[src/rtl/pcie_tx_fc_gate.sv]
// Transmit flow-control credit gate: per-VC FC init, credit limit tracking and TLP admission.
// Optional PCIE_FC_STALL_CNT_EN adds per-VC/per-type saturating stall counters on stall_cnt_o.
module pcie_tx_fc_gate #(
  parameter int unsigned CREDIT_DEPTH     = 12,
  parameter int unsigned NUM_VC           = 2,
  parameter int unsigned MAX_PAYLOAD_SIZE = 128,
  localparam int unsigned VcW             = (NUM_VC > 1) ? $clog2(NUM_VC) : 1
) (
  input  logic                             clk,
  input  logic                             rst,
  input  logic                             link_active_i,
  input  logic [NUM_VC*CREDIT_DEPTH-1:0]   cl_ph_i,
  input  logic [NUM_VC*CREDIT_DEPTH-1:0]   cl_pd_i,
  input  logic [NUM_VC*CREDIT_DEPTH-1:0]   cl_nh_i,
  input  logic [NUM_VC*CREDIT_DEPTH-1:0]   cl_ch_i,
  input  logic [NUM_VC*CREDIT_DEPTH-1:0]   cl_cd_i,
  input  logic [NUM_VC*3-1:0]              cl_en_i,
  input  logic                             req_valid_i,
  input  logic [VcW-1:0]                   req_vc_i,
  input  logic [1:0]                       req_type_i,
  input  logic [10:0]                      req_len_dw_i,
  output logic                             req_ready_o,
  output logic                             req_err_o,
  output logic [NUM_VC*CREDIT_DEPTH-1:0]   cc_ph_o,
  output logic [NUM_VC*CREDIT_DEPTH-1:0]   cc_pd_o,
  output logic [NUM_VC*CREDIT_DEPTH-1:0]   cc_nh_o,
  output logic [NUM_VC*CREDIT_DEPTH-1:0]   cc_ch_o,
  output logic [NUM_VC*CREDIT_DEPTH-1:0]   cc_cd_o,
  output logic [NUM_VC-1:0]                vc_active_o
`ifdef PCIE_FC_STALL_CNT_EN
  ,
  output logic [NUM_VC*3*16-1:0]           stall_cnt_o
`endif
);

  typedef logic [CREDIT_DEPTH-1:0] cred_t;
  typedef enum logic {StInit, StActive} vc_state_e;

  localparam cred_t Half = cred_t'(1 << (CREDIT_DEPTH - 1));

  vc_state_e         r_state [NUM_VC];
  cred_t             r_cl_ph [NUM_VC];
  cred_t             r_cl_pd [NUM_VC];
  cred_t             r_cl_nh [NUM_VC];
  cred_t             r_cl_ch [NUM_VC];
  cred_t             r_cl_cd [NUM_VC];
  cred_t             r_cc_ph [NUM_VC];
  cred_t             r_cc_pd [NUM_VC];
  cred_t             r_cc_nh [NUM_VC];
  cred_t             r_cc_ch [NUM_VC];
  cred_t             r_cc_cd [NUM_VC];
  logic [NUM_VC-1:0] r_seen_p, r_seen_np, r_seen_cpl;
  logic [NUM_VC-1:0] r_inf_ph, r_inf_pd, r_inf_nh, r_inf_ch, r_inf_cd;
  logic              r_err;

  logic [8:0] w_need_d9;
  cred_t      w_need_d;
  logic       w_len_over, w_vc_bad, w_illegal;
  logic       w_sel_active, w_hdr_ok, w_dat_ok, w_ready;

  // Modular compare: a remaining-credit value in the upper half means the need overshoots.
  function automatic logic f_pass(input logic inf, input cred_t cl, input cred_t cc,
                                  input cred_t need);
    cred_t diff;
    diff = cl - (cc + need);
    return inf || (diff <= Half);
  endfunction

  assign w_need_d9  = 9'((12'(req_len_dw_i) + 12'd3) >> 2);
  assign w_need_d   = cred_t'(w_need_d9);
  assign w_len_over = (32'(req_len_dw_i) << 2) > MAX_PAYLOAD_SIZE;
  assign w_vc_bad   = 32'(req_vc_i) >= NUM_VC;
  assign w_illegal  = (req_type_i == 2'd3) | w_vc_bad | w_len_over |
                      ((req_type_i == 2'd1) & (req_len_dw_i > 11'd1));

  always_comb begin
    w_sel_active = 1'b0;
    w_hdr_ok     = 1'b0;
    w_dat_ok     = 1'b0;
    for (int unsigned v = 0; v < NUM_VC; v++) begin
      if (32'(req_vc_i) == v) begin
        w_sel_active = (r_state[v] == StActive);
        case (req_type_i)
          2'd0: begin
            w_hdr_ok = f_pass(r_inf_ph[v], r_cl_ph[v], r_cc_ph[v], cred_t'(1));
            w_dat_ok = f_pass(r_inf_pd[v], r_cl_pd[v], r_cc_pd[v], w_need_d);
          end
          2'd1: begin
            w_hdr_ok = f_pass(r_inf_nh[v], r_cl_nh[v], r_cc_nh[v], cred_t'(1));
            w_dat_ok = 1'b1;
          end
          2'd2: begin
            w_hdr_ok = f_pass(r_inf_ch[v], r_cl_ch[v], r_cc_ch[v], cred_t'(1));
            w_dat_ok = f_pass(r_inf_cd[v], r_cl_cd[v], r_cc_cd[v], w_need_d);
          end
          default: ;
        endcase
      end
    end
  end

  assign w_ready     = req_valid_i & link_active_i & w_sel_active & w_hdr_ok & w_dat_ok &
                       ~w_illegal;
  assign req_ready_o = w_ready;
  assign req_err_o   = r_err;

  always_ff @(posedge clk or posedge rst) begin
    if (rst) begin
      r_err      <= 1'b0;
      r_seen_p   <= '0;
      r_seen_np  <= '0;
      r_seen_cpl <= '0;
      r_inf_ph   <= '0;
      r_inf_pd   <= '0;
      r_inf_nh   <= '0;
      r_inf_ch   <= '0;
      r_inf_cd   <= '0;
      for (int unsigned v = 0; v < NUM_VC; v++) begin
        r_state[v] <= StInit;
        r_cl_ph[v] <= '0;
        r_cl_pd[v] <= '0;
        r_cl_nh[v] <= '0;
        r_cl_ch[v] <= '0;
        r_cl_cd[v] <= '0;
        r_cc_ph[v] <= '0;
        r_cc_pd[v] <= '0;
        r_cc_nh[v] <= '0;
        r_cc_ch[v] <= '0;
        r_cc_cd[v] <= '0;
      end
    end else begin
      r_err <= req_valid_i & w_illegal;
      for (int unsigned v = 0; v < NUM_VC; v++) begin
        if (!link_active_i) begin
          r_state[v]    <= StInit;
          r_seen_p[v]   <= 1'b0;
          r_seen_np[v]  <= 1'b0;
          r_seen_cpl[v] <= 1'b0;
          r_inf_ph[v]   <= 1'b0;
          r_inf_pd[v]   <= 1'b0;
          r_inf_nh[v]   <= 1'b0;
          r_inf_ch[v]   <= 1'b0;
          r_inf_cd[v]   <= 1'b0;
          r_cl_ph[v]    <= '0;
          r_cl_pd[v]    <= '0;
          r_cl_nh[v]    <= '0;
          r_cl_ch[v]    <= '0;
          r_cl_cd[v]    <= '0;
          r_cc_ph[v]    <= '0;
          r_cc_pd[v]    <= '0;
          r_cc_nh[v]    <= '0;
          r_cc_ch[v]    <= '0;
          r_cc_cd[v]    <= '0;
        end else begin
          if (cl_en_i[3*v]) begin
            r_cl_ph[v]  <= cl_ph_i[v*CREDIT_DEPTH +: CREDIT_DEPTH];
            r_cl_pd[v]  <= cl_pd_i[v*CREDIT_DEPTH +: CREDIT_DEPTH];
            r_seen_p[v] <= 1'b1;
            if (r_state[v] == StInit) begin
              r_inf_ph[v] <= (cl_ph_i[v*CREDIT_DEPTH +: CREDIT_DEPTH] == '0);
              r_inf_pd[v] <= (cl_pd_i[v*CREDIT_DEPTH +: CREDIT_DEPTH] == '0);
            end
          end
          if (cl_en_i[3*v+1]) begin
            r_cl_nh[v]   <= cl_nh_i[v*CREDIT_DEPTH +: CREDIT_DEPTH];
            r_seen_np[v] <= 1'b1;
            if (r_state[v] == StInit) begin
              r_inf_nh[v] <= (cl_nh_i[v*CREDIT_DEPTH +: CREDIT_DEPTH] == '0);
            end
          end
          if (cl_en_i[3*v+2]) begin
            r_cl_ch[v]    <= cl_ch_i[v*CREDIT_DEPTH +: CREDIT_DEPTH];
            r_cl_cd[v]    <= cl_cd_i[v*CREDIT_DEPTH +: CREDIT_DEPTH];
            r_seen_cpl[v] <= 1'b1;
            if (r_state[v] == StInit) begin
              r_inf_ch[v] <= (cl_ch_i[v*CREDIT_DEPTH +: CREDIT_DEPTH] == '0);
              r_inf_cd[v] <= (cl_cd_i[v*CREDIT_DEPTH +: CREDIT_DEPTH] == '0);
            end
          end
          if ((r_state[v] == StInit) && (r_seen_p[v] | cl_en_i[3*v]) &&
              (r_seen_np[v] | cl_en_i[3*v+1]) && (r_seen_cpl[v] | cl_en_i[3*v+2])) begin
            r_state[v] <= StActive;
          end
          // Consumption is counted even for infinite fields.
          if (w_ready && (32'(req_vc_i) == v)) begin
            case (req_type_i)
              2'd0: begin
                r_cc_ph[v] <= r_cc_ph[v] + cred_t'(1);
                r_cc_pd[v] <= r_cc_pd[v] + w_need_d;
              end
              2'd1: r_cc_nh[v] <= r_cc_nh[v] + cred_t'(1);
              2'd2: begin
                r_cc_ch[v] <= r_cc_ch[v] + cred_t'(1);
                r_cc_cd[v] <= r_cc_cd[v] + w_need_d;
              end
              default: ;
            endcase
          end
        end
      end
    end
  end

  always_comb begin
    cc_ph_o     = '0;
    cc_pd_o     = '0;
    cc_nh_o     = '0;
    cc_ch_o     = '0;
    cc_cd_o     = '0;
    vc_active_o = '0;
    for (int unsigned v = 0; v < NUM_VC; v++) begin
      cc_ph_o[v*CREDIT_DEPTH +: CREDIT_DEPTH] = r_cc_ph[v];
      cc_pd_o[v*CREDIT_DEPTH +: CREDIT_DEPTH] = r_cc_pd[v];
      cc_nh_o[v*CREDIT_DEPTH +: CREDIT_DEPTH] = r_cc_nh[v];
      cc_ch_o[v*CREDIT_DEPTH +: CREDIT_DEPTH] = r_cc_ch[v];
      cc_cd_o[v*CREDIT_DEPTH +: CREDIT_DEPTH] = r_cc_cd[v];
      vc_active_o[v] = (r_state[v] == StActive);
    end
  end

`ifdef PCIE_FC_STALL_CNT_EN
  logic [15:0] r_stall [NUM_VC*3];

  always_ff @(posedge clk or posedge rst) begin
    if (rst) begin
      for (int unsigned i = 0; i < NUM_VC*3; i++) r_stall[i] <= '0;
    end else begin
      for (int unsigned v = 0; v < NUM_VC; v++) begin
        for (int unsigned t = 0; t < 3; t++) begin
          if (!link_active_i) begin
            r_stall[v*3+t] <= '0;
          end else if (req_valid_i && !w_illegal && w_sel_active && !w_ready &&
                       (32'(req_vc_i) == v) && (32'(req_type_i) == t) &&
                       (r_stall[v*3+t] != 16'hFFFF)) begin
            r_stall[v*3+t] <= r_stall[v*3+t] + 16'd1;
          end
        end
      end
    end
  end

  always_comb begin
    stall_cnt_o = '0;
    for (int unsigned i = 0; i < NUM_VC*3; i++) stall_cnt_o[i*16 +: 16] = r_stall[i];
  end
`endif

endmodule

[config.mk]
export PLATFORM = sky130hd
export DESIGN_NAME = pcie_tx_fc_gate
export DESIGN_NICKNAME = d
export VERILOG_FILES = /design/src/rtl/pcie_tx_fc_gate.sv
export SDC_FILE = /design/constraint.sdc
export NUM_CORES = 1
export LEC_CHECK = 0
export BUFFER_PORTS_ARGS = -buffer_cell sky130_fd_sc_hd__buf_4
export CAP_MARGIN = 0
export CORE_MARGIN = 2
export CORE_UTILIZATION = 64
export CTS_CLUSTER_SIZE = 8
export DETAILED_ROUTE_END_ITERATION = 8
export PLACE_DENSITY_LB_ADDON = 0.3
export SETUP_SLACK_MARGIN = 0.4
export SKIP_LAST_GASP = 1
export SLEW_MARGIN = 20
export SYNTH_ARGS = -nofsm -noshare
export SYNTH_HDL_FRONTEND = slang
export SYNTH_SLANG_ARGS = --single-unit
[constraint.sdc]
create_clock -name clk -period 18.54 [get_ports clk]
set_clock_uncertainty 0.05 [all_clocks]
set_input_delay 1.854 -clock clk [delete_from_list [all_inputs] [get_ports clk]]
set_output_delay 1.854 -clock clk [all_outputs]
set_load 0.05 [all_outputs]
==> flow_summary.json, run 1 <==
{
  "status": "complete, no violations",
  "min_period_ns": 9.31,
  "cp_max_fo": 10,
  "dp.cells": 2817,
  "max_cap_violations": 0,
  "antenna_cells": 0,
  "drc": 0,
  "fill_cells": 2198,
  "leakagePower_nw": 11.2,
  "htreeDepth": 2,
  "fin_cells": 2861,
  "fin_crit_sh_pct": 50.2,
  "fin_area_sq_mm": 0.0232,
  "antenna_left": 0,
  "synth-main-ff-cell": "dfrtp_1",
  "setup.worst_path.end_class": "output pin",
  "synthArstFlopShare_pct": 100,
  "crit_arrival_ns": 7.41,
  "cts_root_buf": "clkbuf_16",
  "cts_hold_buf": 0,
  "core_region_area_sq_mm": 0.0306,
  "die_area_sq_mm": 0.0325,
  "vias": 18300,
  "syn-num-nets": 2540,
  "post-place-ws_ns": 9.41,
  "critPathMaxStageDelay_ns": 0.45,
  "fp-row-count": 64,
  "synthesis.area_sq_mm": 0.0199,
  "numCtsBuffers": 38,
  "cts.sinks": 259,
  "ir_drop_v": 0.0000668,
  "setup_tns_ns": 0,
  "seq_area_frac_synth_pct": 32.6,
  "die_h_um": 180,
  "multiInputGateArea_sq_mm": 0.0127,
  "max_slew_margin_pct": 32.3,
  "crit_path_top_delay_cell": "xor2_1",
  "cp-start-kind": "input pin",
  "clk_latency_ns": 0.54,
  "crit_chain": "buf_4, o21a_1, nand3_1, nor2_1, xor2_1, ha_1, inv_1, nor2_1, a311o_1, o31a_1, a21o_1, a21o_1, xnor2_1, ha_1, nand2_1, or3b_1, nand3_1, nor4b_1, a311oi_1, xnor2_1, a221o_1, a22oi_1, o21a_1, buf_4",
  "drt_first_pass_iters": 6,
  "ys_warn_count": 0,
  "grt-ovfl-total": 0,
  "synth.avg_cell_area_sq_um": 8.93,
  "hp-class": "reg2reg",
  "track_usage_pct": 35.0,
  "hpwlAfterDp_um": 42800,
  "antenna_found_initial": 1,
  "wirelength_um": 58100,
  "ys_ff_latch": 259,
  "cts_resized": 0,
  "wl_per_cell_um": 20.3,
  "hold_viol_final": 0,
  "grt_pass1_wl_um": 93200,
  "grt_pass1_vias": 18200,
  "place_area_sq_mm": 0.0222,
  "gp_congestion": 0.973,
  "die_width_um": 180,
  "worstMarginPinSlew_ns": 1.02,
  "area_growth_pct": 16.4,
  "io_pins": 268,
  "synth_edf_count": 0,
  "initial_core_util_pct": 65.1,
  "synthDistinctLibCells": 82,
  "viasPerCell": 6.39,
  "tritoncts": "built",
  "powerDensity_mw_per_mm2": 66.8,
  "post_cts_buffers": 0,
  "finalWorstSetupSlack_ns": 9.23,
  "drt_iter0_markers": 1285,
  "drive_gt1_share_pct": 14.8,
  "port_buffers": 267,
  "rsz0062_at_grt": "false",
  "clk_pin_slew_worst_paths_ns": 0.05,
  "rrSetupSlack_ns": 12.39,
  "nets": 2772,
  "drv_slew": 0,
  "critPathKind": "in2out",
  "regArea_sq_mm": 0.00648,
  "cp_data_required_time_ns": 16.64,
  "grt_start_max_net_pins": 137,
  "cts_max_path_buffers": 3,
  "fmax_ghz": 0.107,
  "syn_inst": 2229,
  "setup_viol": 0
}
-- through the flow --
| stage | utilization, % | hold WS [ns] | total power [mW] |
|---|---|---|---|
| floorplan | - | 0.402 | 0.828 |
| finish | 75.7 | 0.440 | 1.55 |
| detailed placement | 72.4 | 0.425 | 0.921 |
| global placement | 72.4 | 0.415 | 0.910 |
| CTS | 75.7 | 0.438 | 1.55 |
| global route | 75.7 | 0.468 | 1.61 |
-- placed cells by master (no fill, tap or decap), types with 28 or more instances in the layout --
cell,synthesis,final
nand4_1,45,45
inv_1,96,95
dfrtp_1,259,259
clkbuf_16,0,38
xor2_1,62,62
xnor2_1,101,101
nand2b_1,52,52
a21oi_1,89,89
nor3_1,59,59
a21o_1,39,39
nor2b_1,28,28
buf_4,3,279
o21a_1,28,28
nand3_1,88,88
o21ai_0,104,104
nand2_1,141,141
nor2_1,227,227
ha_1,153,153
mux2i_1,188,188
nor4_1,36,36
-- registers in the layout, summed over array words and instances, names as in the netlist, 24 cells and up --
name / flops
cc_cd_o: 24
r_cl_pd: 24
cc_ph_o: 24
cc_ch_o: 24
cc_nh_o: 24
r_cl_ch: 24
r_cl_ph: 24
r_cl_nh: 24
cc_pd_o: 24
r_cl_cd: 24
-- where the power goes --
group | internal (mW) | leakage (nW) | total [mW] | switching, mW
sequential | 0.583 | 3.52 | 0.597 | 0.0140
combinational | 0.136 | 7.23 | 0.324 | 0.188
clock | 0.371 | 0.500 | 0.629 | 0.257
-- path summary, 6_finish.rpt --
kind / depth (start not counted) / start / end
worst max-delay path: 24 / req_len_dw_i[1] / req_ready_o
worst min-delay path: 2 / r_seen_np[0]$_DFFE_PP0P_ / r_seen_np[0]$_DFFE_PP0P_
worst max register to register: 20 / cc_pd_o[0]$_DFFE_PP0P_ / cc_cd_o[5]$_DFFE_PP0P_
worst min register to register: 2 / r_seen_np[0]$_DFFE_PP0P_ / r_seen_np[0]$_DFFE_PP0P_
max in group asynchronous: 4 / rst / cc_nh_o[7]$_DFFE_PP0P_
min in group asynchronous: 2 / rst / cc_ch_o[14]$_DFFE_PP0P_
-- synthesized netlist by cell type (6+ instances only) --
cell / n / area (sq um)
or3_1: 24 / 150
xor2_1: 62 / 543
o31a_1: 10 / 87.6
mux2i_1: 188 / 1880
o21ai_0: 104 / 521
o22ai_1: 6 / 37.5
a211o_1: 10 / 87.6
a31o_2: 9 / 78.8
inv_1: 96 / 360
o2111ai_1: 12 / 105
nor3b_1: 9 / 67.6
nand3_1: 88 / 440
nand3b_1: 14 / 105
nand4_1: 45 / 282
dfrtp_1: 259 / 6480
ha_1: 153 / 1910
or4_1: 17 / 128
o21bai_1: 7 / 52.6
or2_2: 8 / 50.1
a21oi_1: 89 / 445
and2_1: 13 / 81.3
a31oi_1: 15 / 93.8
a21boi_0: 7 / 52.6
clkbuf_1: 59 / 221
nor3_1: 59 / 295
a21o_1: 39 / 293
nand2_1: 141 / 529
mux2_2: 12 / 135
and3_1: 23 / 144
fa_1: 14 / 280
a211oi_1: 17 / 128
nor2_1: 227 / 852
nand2b_1: 52 / 325
buf_1: 16 / 60.1
buf_2: 7 / 35.0
nor2b_1: 28 / 175
o211ai_1: 17 / 128
o31ai_1: 22 / 165
nor4b_1: 9 / 78.8
o41ai_1: 8 / 70.1
nor4_1: 36 / 225
o21a_1: 28 / 210
xnor2_1: 101 / 885
-- critical path: cells and delay by family --
kind / cells / cell delay [ns]
buffers and inverters: 3 / 0.42
and+or+nand+nor: 7 / 1.19
xor gates and xnor gates: 3 / 0.72
adders and majority gates: 2 / 0.78
AOI/OAI and AO/OA: 9 / 2.41
-- kinds of logic after synthesis --
kind of cell | synth area share [%]
and+or+nand+nor | 20.8
DFF | 32.6
adders and majority gates | 11.0
AOI/OAI and AO/OA | 14.8
buffers and inverters | 3.61
xor gates and xnor gates | 7.17
muxes | 10.1
-- area by class of cell --
cell class	instances	share of cell area (%)
Clock buffer	41	4.24
Clock inverter	3	0.146
Inverter	97	1.61
Multi-Input combinational cell	1786	54.8
Sequential cell	259	28.0
Tap cell	396	2.14
Timing Repair Buffer	279	9.04
-- routing by layer --
layer / vias to the layer above / GRT usage (%) / share of wire [%]
li1: 8557 / - / -
met1: 8839 / 43.7 / 40
met2: 711 / 58.6 / 48
met3: 173 / 7.01 / 7.3
met4: 2 / 16.1 / 4.7
met5: - / 0 / 0.017
(Power assumes the default switching activity.)
==> run 2, diff against run 1 <==
CORE_UTILIZATION = 54   (was 64)
clock period = 8.31 ns   (was 18.54 ns; I/O delays follow)
==> run 2 against run 1 <==
- design area increased by 0.31%
- cell count increased by 2.4%
- first-iteration DRC count decreased by 4.9%
- clock power increased by 120%
- via count decreased by 1.5%
- combinational power increased by 120%
- core utilization decreased by 12 points
- critical path type unchanged
- critical endpoint unchanged
- highest routed layer is now met4
==> flow_summary.json, run 2 (synthesized netlist as in run 1, its figures left out) <==
{
  "multiInputGateArea_sq_mm": 0.0127,
  "reg2reg_from": "cc_ch_o[0]$_DFFE_PP0P_",
  "nets": 2769,
  "wl_per_cell_um": 20.2,
  "crit_path_top_delay_cell": "xor2_1",
  "htreeDepth": 2,
  "cts_hold_buf": 0,
  "die_area_sq_mm": 0.0384,
  "cts_max_path_buffers": 3,
  "regArea_sq_mm": 0.00648,
  "fin_crit_sh_pct": 87.1,
  "die_h_um": 196,
  "finalPower_mw": 3.46,
  "ff2ff_path_depth": 17,
  "fill_cells": 3025,
  "setup.worst_path.end_class": "output pin",
  "wirelength_um": 59200,
  "numCtsBuffers": 38,
  "track_usage_pct": 30.5,
  "drt_iter0_markers": 1222,
  "crit_chain": "buf_4, o21a_1, nand3_1, nor2_1, xor2_1, ha_1, inv_1, nor2_1, a311o_1, o31a_1, a21o_1, a21o_1, xnor2_1, ha_1, nand2_1, or3b_1, nand3_1, nor4b_1, a311oi_1, xnor2_1, a221o_1, a22oi_1, o21a_1, buf_4",
  "port_buffers": 267,
  "cp_max_fo": 10,
  "area_growth_pct": 16.7,
  "drive_gt1_share_pct": 14.6,
  "drc": 0,
  "grt_pass1_wl_um": 93600,
  "viasPerCell": 6.15,
  "drt_first_pass_iters": 5,
  "final_common_cell": "buf_4",
  "worstMarginPinSlew_ns": 1.06,
  "antenna_cells": 0,
  "max_slew_margin_pct": 28.7,
  "rsz0062_at_grt": "false",
  "worstSetupStartpoint": "req_len_dw_i[1]",
  "powerDensity_mw_per_mm2": 149,
  "post_cts_buffers": 0,
  "max_cap_violations": 0,
  "drv_slew": 0,
  "fp-row-count": 70,
  "critPathMaxStageDelay_ns": 0.46,
  "grt_pass1_vias": 17900,
  "io_pins": 268,
  "cp_data_required_time_ns": 7.43,
  "cts_root_buf": "clkbuf_16",
  "grt-ovfl-total": 0,
  "status": "complete, no violations",
  "initial_core_util_pct": 54.6,
  "antenna_found_initial": 0,
  "clk_latency_ns": 0.56,
  "min_period_ns": 7.24,
  "final_cell_mix": "buf_4, dfrtp_1, nor2_1, mux2i_1, ha_1",
  "cp-start-kind": "input pin",
  "clk_pin_slew_worst_paths_ns": 0.05,
  "critPathKind": "in2out",
  "hold_viol_final": 0,
  "ir_drop_v": 0.000124,
  "leakagePower_nw": 11.2,
  "tritoncts": "built",
  "grt_start_max_net_pins": 163,
  "vias": 18000,
  "hp-class": "in2async",
  "setup_tns_ns": 0,
  "core_region_area_sq_mm": 0.0364,
  "gp_congestion": 0.937,
  "cts_resized": 0,
  "fmax_ghz": 0.138,
  "cts.sinks": 259,
  "setup_viol": 0,
  "hpwlAfterDp_um": 44300,
  "antenna_left": 0,
  "die_width_um": 196,
  "crit_arrival_ns": 6.35
}
==> run 2: metal layers <==
layer,part of all wire [%],vias to the layer above,wire length (um),track usage (%)
met5,0,-,0,0
met4,4.1,0,2410,13.1
met2,47,637,27900,50.9
met1,42,8678,24700,38.4
li1,-,8544,-,-
met3,7.2,146,4240,6.14
==> run 2: report_power, final <==
group	total, mW	internal [mW]	switching [mW]
logic	0.721	0.301	0.419
registers	1.33	1.30	0.0319
clock network	1.41	0.835	0.572
==> run 2: final timing paths <==
check / endpoint / slack (ns)
worst max-delay path: req_ready_o / 1.07
worst min-delay path: r_cl_cd[1]$_DFFE_PP0P_ / 0.42
worst max register to register: cc_cd_o[8]$_DFFE_PP0P_ / 2.23
worst min register to register: r_seen_cpl[1]$_DFFE_PP0P_ / 0.43
max in group asynchronous: r_cl_ph[23]$_DFFE_PP0P_ / 6.39
min in group clk: r_seen_cpl[1]$_DFFE_PP0P_ / 0.43
==> run 2: area by class of cell <==
class | count | area share (%)
multi-input combinational | 1786 | 54.7
sequential | 259 | 27.9
timing repair buffer | 276 | 8.97
clock buffer | 43 | 4.31
tap | 468 | 2.52
inverter | 97 | 1.60
clock inverter | 1 | 0.0377
==> run 2: critical path: cells and delay by family <==
family	cells	cell delay, ns
AOI/OAI and AO/OA	9	2.36
xor gates and xnor gates	3	0.70
adders and majority gates	2	0.79
buffers and inverters	3	0.42
and+or+nand+nor	7	1.24
==> run 2: metrics by stage <==
stage                     hold WS [ns]  instances  worst slack, ns  util [%]  cell area (sq um)
after floorplan                  0.402       2229             1.52         -              19900
after global placement           0.413       2886             1.31      61.0              22200
after detailed placement         0.421       2886             1.06      61.0              22200
after CTS                        0.425       2930             1.15      63.8              23200
after global routing             0.449       2930            0.742      63.8              23200
final                            0.422       2930             1.07      63.8              23200
==> run 3, diff against run 2 <==
CORE_UTILIZATION = 60   (was 54)
clock period = 7.1 ns   (was 8.31 ns; I/O delays follow)
==> run 3 against run 2 <==
- sequential share of layout area shrank 0.15 points
- largest cell class unchanged
- critical path depth shrank 2
- largest power group unchanged
- die area shrank 9.8%
- cell count shrank 0.68%
- routed wire length shrank 2.5%
- critical path type unchanged
- sequential power grew 17%
- sequential cell count is the same
==> flow_summary.json, run 3 (synthesized netlist as in run 1, its figures left out) <==
{
  "io_pins": 268,
  "cts_max_path_buffers": 3,
  "die_area_sq_mm": 0.0347,
  "nets": 2775,
  "antenna_left": 0,
  "cts_root_buf": "clkbuf_16",
  "grt_pass1_wl_um": 91700,
  "numCtsBuffers": 38,
  "cp_data_required_time_ns": 6.34,
  "critPathMaxStageDelay_ns": 0.45,
  "clk_latency_ns": 0.55,
  "critPathKind": "in2out",
  "ff2ff_path_depth": 20,
  "antenna_cells": 0,
  "cts.sinks": 259,
  "grt-ovfl-total": 0,
  "wl_per_cell_um": 19.8,
  "fin_util_pct": 71.6,
  "post_cts_buffers": 0,
  "setup_viol": 0,
  "die_width_um": 186,
  "max_cap_violations": 0,
  "drt_first_pass_iters": 8,
  "die_h_um": 186,
  "wirelength_um": 57700,
  "crit_arrival_ns": 5.61,
  "grt_pass1_vias": 17800,
  "antenna_found_initial": 0,
  "wl_met1_um": 23400,
  "max_slew_margin_pct": 33.8,
  "hpwlAfterDp_um": 43300,
  "worstMarginPinSlew_ns": 0.993,
  "hp-class": "in2async",
  "clk_pin_slew_worst_paths_ns": 0.05,
  "drc": 0,
  "drive_gt1_share_pct": 15.6,
  "htreeDepth": 2,
  "vias": 18100,
  "port_buffers": 267,
  "crit_chain": "buf_4, o21a_2, xor2_1, buf_4, fa_1, a21o_1, a21oi_1, o21bai_1, a21oi_2, o21ai_0, xnor2_1, ha_2, nand4_1, nor2_1, a211o_1, o41ai_2, xnor2_1, xnor2_1, a221o_1, a22oi_2, o21a_1, buf_4",
  "final_cell_mix": "buf_4, dfrtp_1, nor2_1, mux2i_1, ha_1",
  "drv_slew": 0,
  "min_period_ns": 6.37,
  "hold_slack_ns": 0.147,
  "crit_path_top_delay_cell": "fa_1",
  "track_usage_pct": 33.3,
  "cts_hold_buf": 0,
  "core_region_area_sq_mm": 0.0326,
  "cp-start-kind": "input pin",
  "grt_start_max_net_pins": 124,
  "tritoncts": "built",
  "rsz0062_at_grt": "false",
  "leakagePower_nw": 11.3,
  "fmax_ghz": 0.157,
  "fp-row-count": 66,
  "hold_viol_final": 0,
  "wl_met3_um": 4540,
  "drt_iter0_markers": 1293,
  "status": "complete, no violations",
  "final_common_cell": "buf_4",
  "ir_drop_v": 0.000174,
  "gp_congestion": 0.943,
  "setup.worst_path.end_class": "output pin",
  "fin_crit_sh_pct": 89.7,
  "viasPerCell": 6.23,
  "dr_wl_met2_um": 27600,
  "setup_tns_ns": 0,
  "initial_core_util_pct": 61.0,
  "highest_layer": "met4",
  "area_growth_pct": 17.4,
  "cp_max_fo": 8,
  "powerDensity_mw_per_mm2": 173
}
## run 3: cell count changes in the layout (fill, tap and decap cells not counted), moves of 3 or more
cell     before  now
xnor2_2       0    3
xnor2_1     101   98
buf_4       275  281
nor3_1       59   56
o41ai_1       8    5
nor3_2        0    3
o41ai_2       0    3
## run 3: final timing paths
check / start / to / slack (ns)
worst min-delay path: rst / cc_ch_o[18]$_DFFE_PP0P_ / 0.15
worst max-delay path: req_len_dw_i[1] / req_ready_o / 0.73
max in group asynchronous: rst / r_cl_nh[14]$_DFFE_PP0P_ / 5.56
worst min register to register: r_seen_p[0]$_DFFE_PP0P_ / r_seen_p[0]$_DFFE_PP0P_ / 0.44
worst max register to register: cc_cd_o[0]$_DFFE_PP0P_ / cc_cd_o[7]$_DFFE_PP0P_ / 1.29
min in group clk: cl_ch_i[18] / r_cl_ch[6]$_DFFE_PP0P_ / 0.36
## run 3: layer usage
| layer | vias to the layer above | GRT usage (%) |
|---|---|---|
| met5 | - | 0 |
| met4 | 0 | 13.2 |
| met3 | 135 | 6.70 |
| met2 | 657 | 56.1 |
| met1 | 8777 | 42.2 |
| li1 | 8564 | - |
## run 3: worst max-delay path, delay by kind of cell
kind | cells | cell delay [ns]
compound gates | 11 | 2.54
xor+xnor | 4 | 0.76
fa+ha+maj | 2 | 0.82
buf+inv | 3 | 0.53
simple gates | 2 | 0.22
## run 3: what timing repair did
| item | in CTS | in global routing |
|---|---|---|
| pin swaps | 0 | 2 |
| endpoints found under the setup margin | 1 | 9 |
| gates resized for setup | 3 | 20 |
| gates cloned | 0 | 0 |
## run 3: report_power, final
part / switching [mW] / internal [mW] / total (mW)
combinational: 0.486 / 0.358 / 0.844
sequential: 0.0384 / 1.52 / 1.56
clock: 0.663 / 0.969 / 1.63
total: 1.19 / 2.85 / 4.04
## run 3: cell type report
class	count	area [sq um]
clock inverter	3	33.8
timing repair buffer	282	2130
fill	2515	9250
sequential	259	6480
multi-input combinational	1786	12800
clock buffer	41	982
inverter	97	370
tap	442	553
## run 3: metrics by stage
step / instance area [sq um] / setup slack, ns / std cells / power [mW]
after floorplan: 19900 / 0.550 / 2229 / 2.16
after global placement: 22200 / 0.430 / 2866 / 2.38
after detailed placement: 22200 / 0.288 / 2866 / 2.40
after CTS: 23300 / 0.461 / 2910 / 4.04
after global routing: 23400 / 0.426 / 2910 / 4.21
final: 23400 / 0.730 / 2910 / 4.04
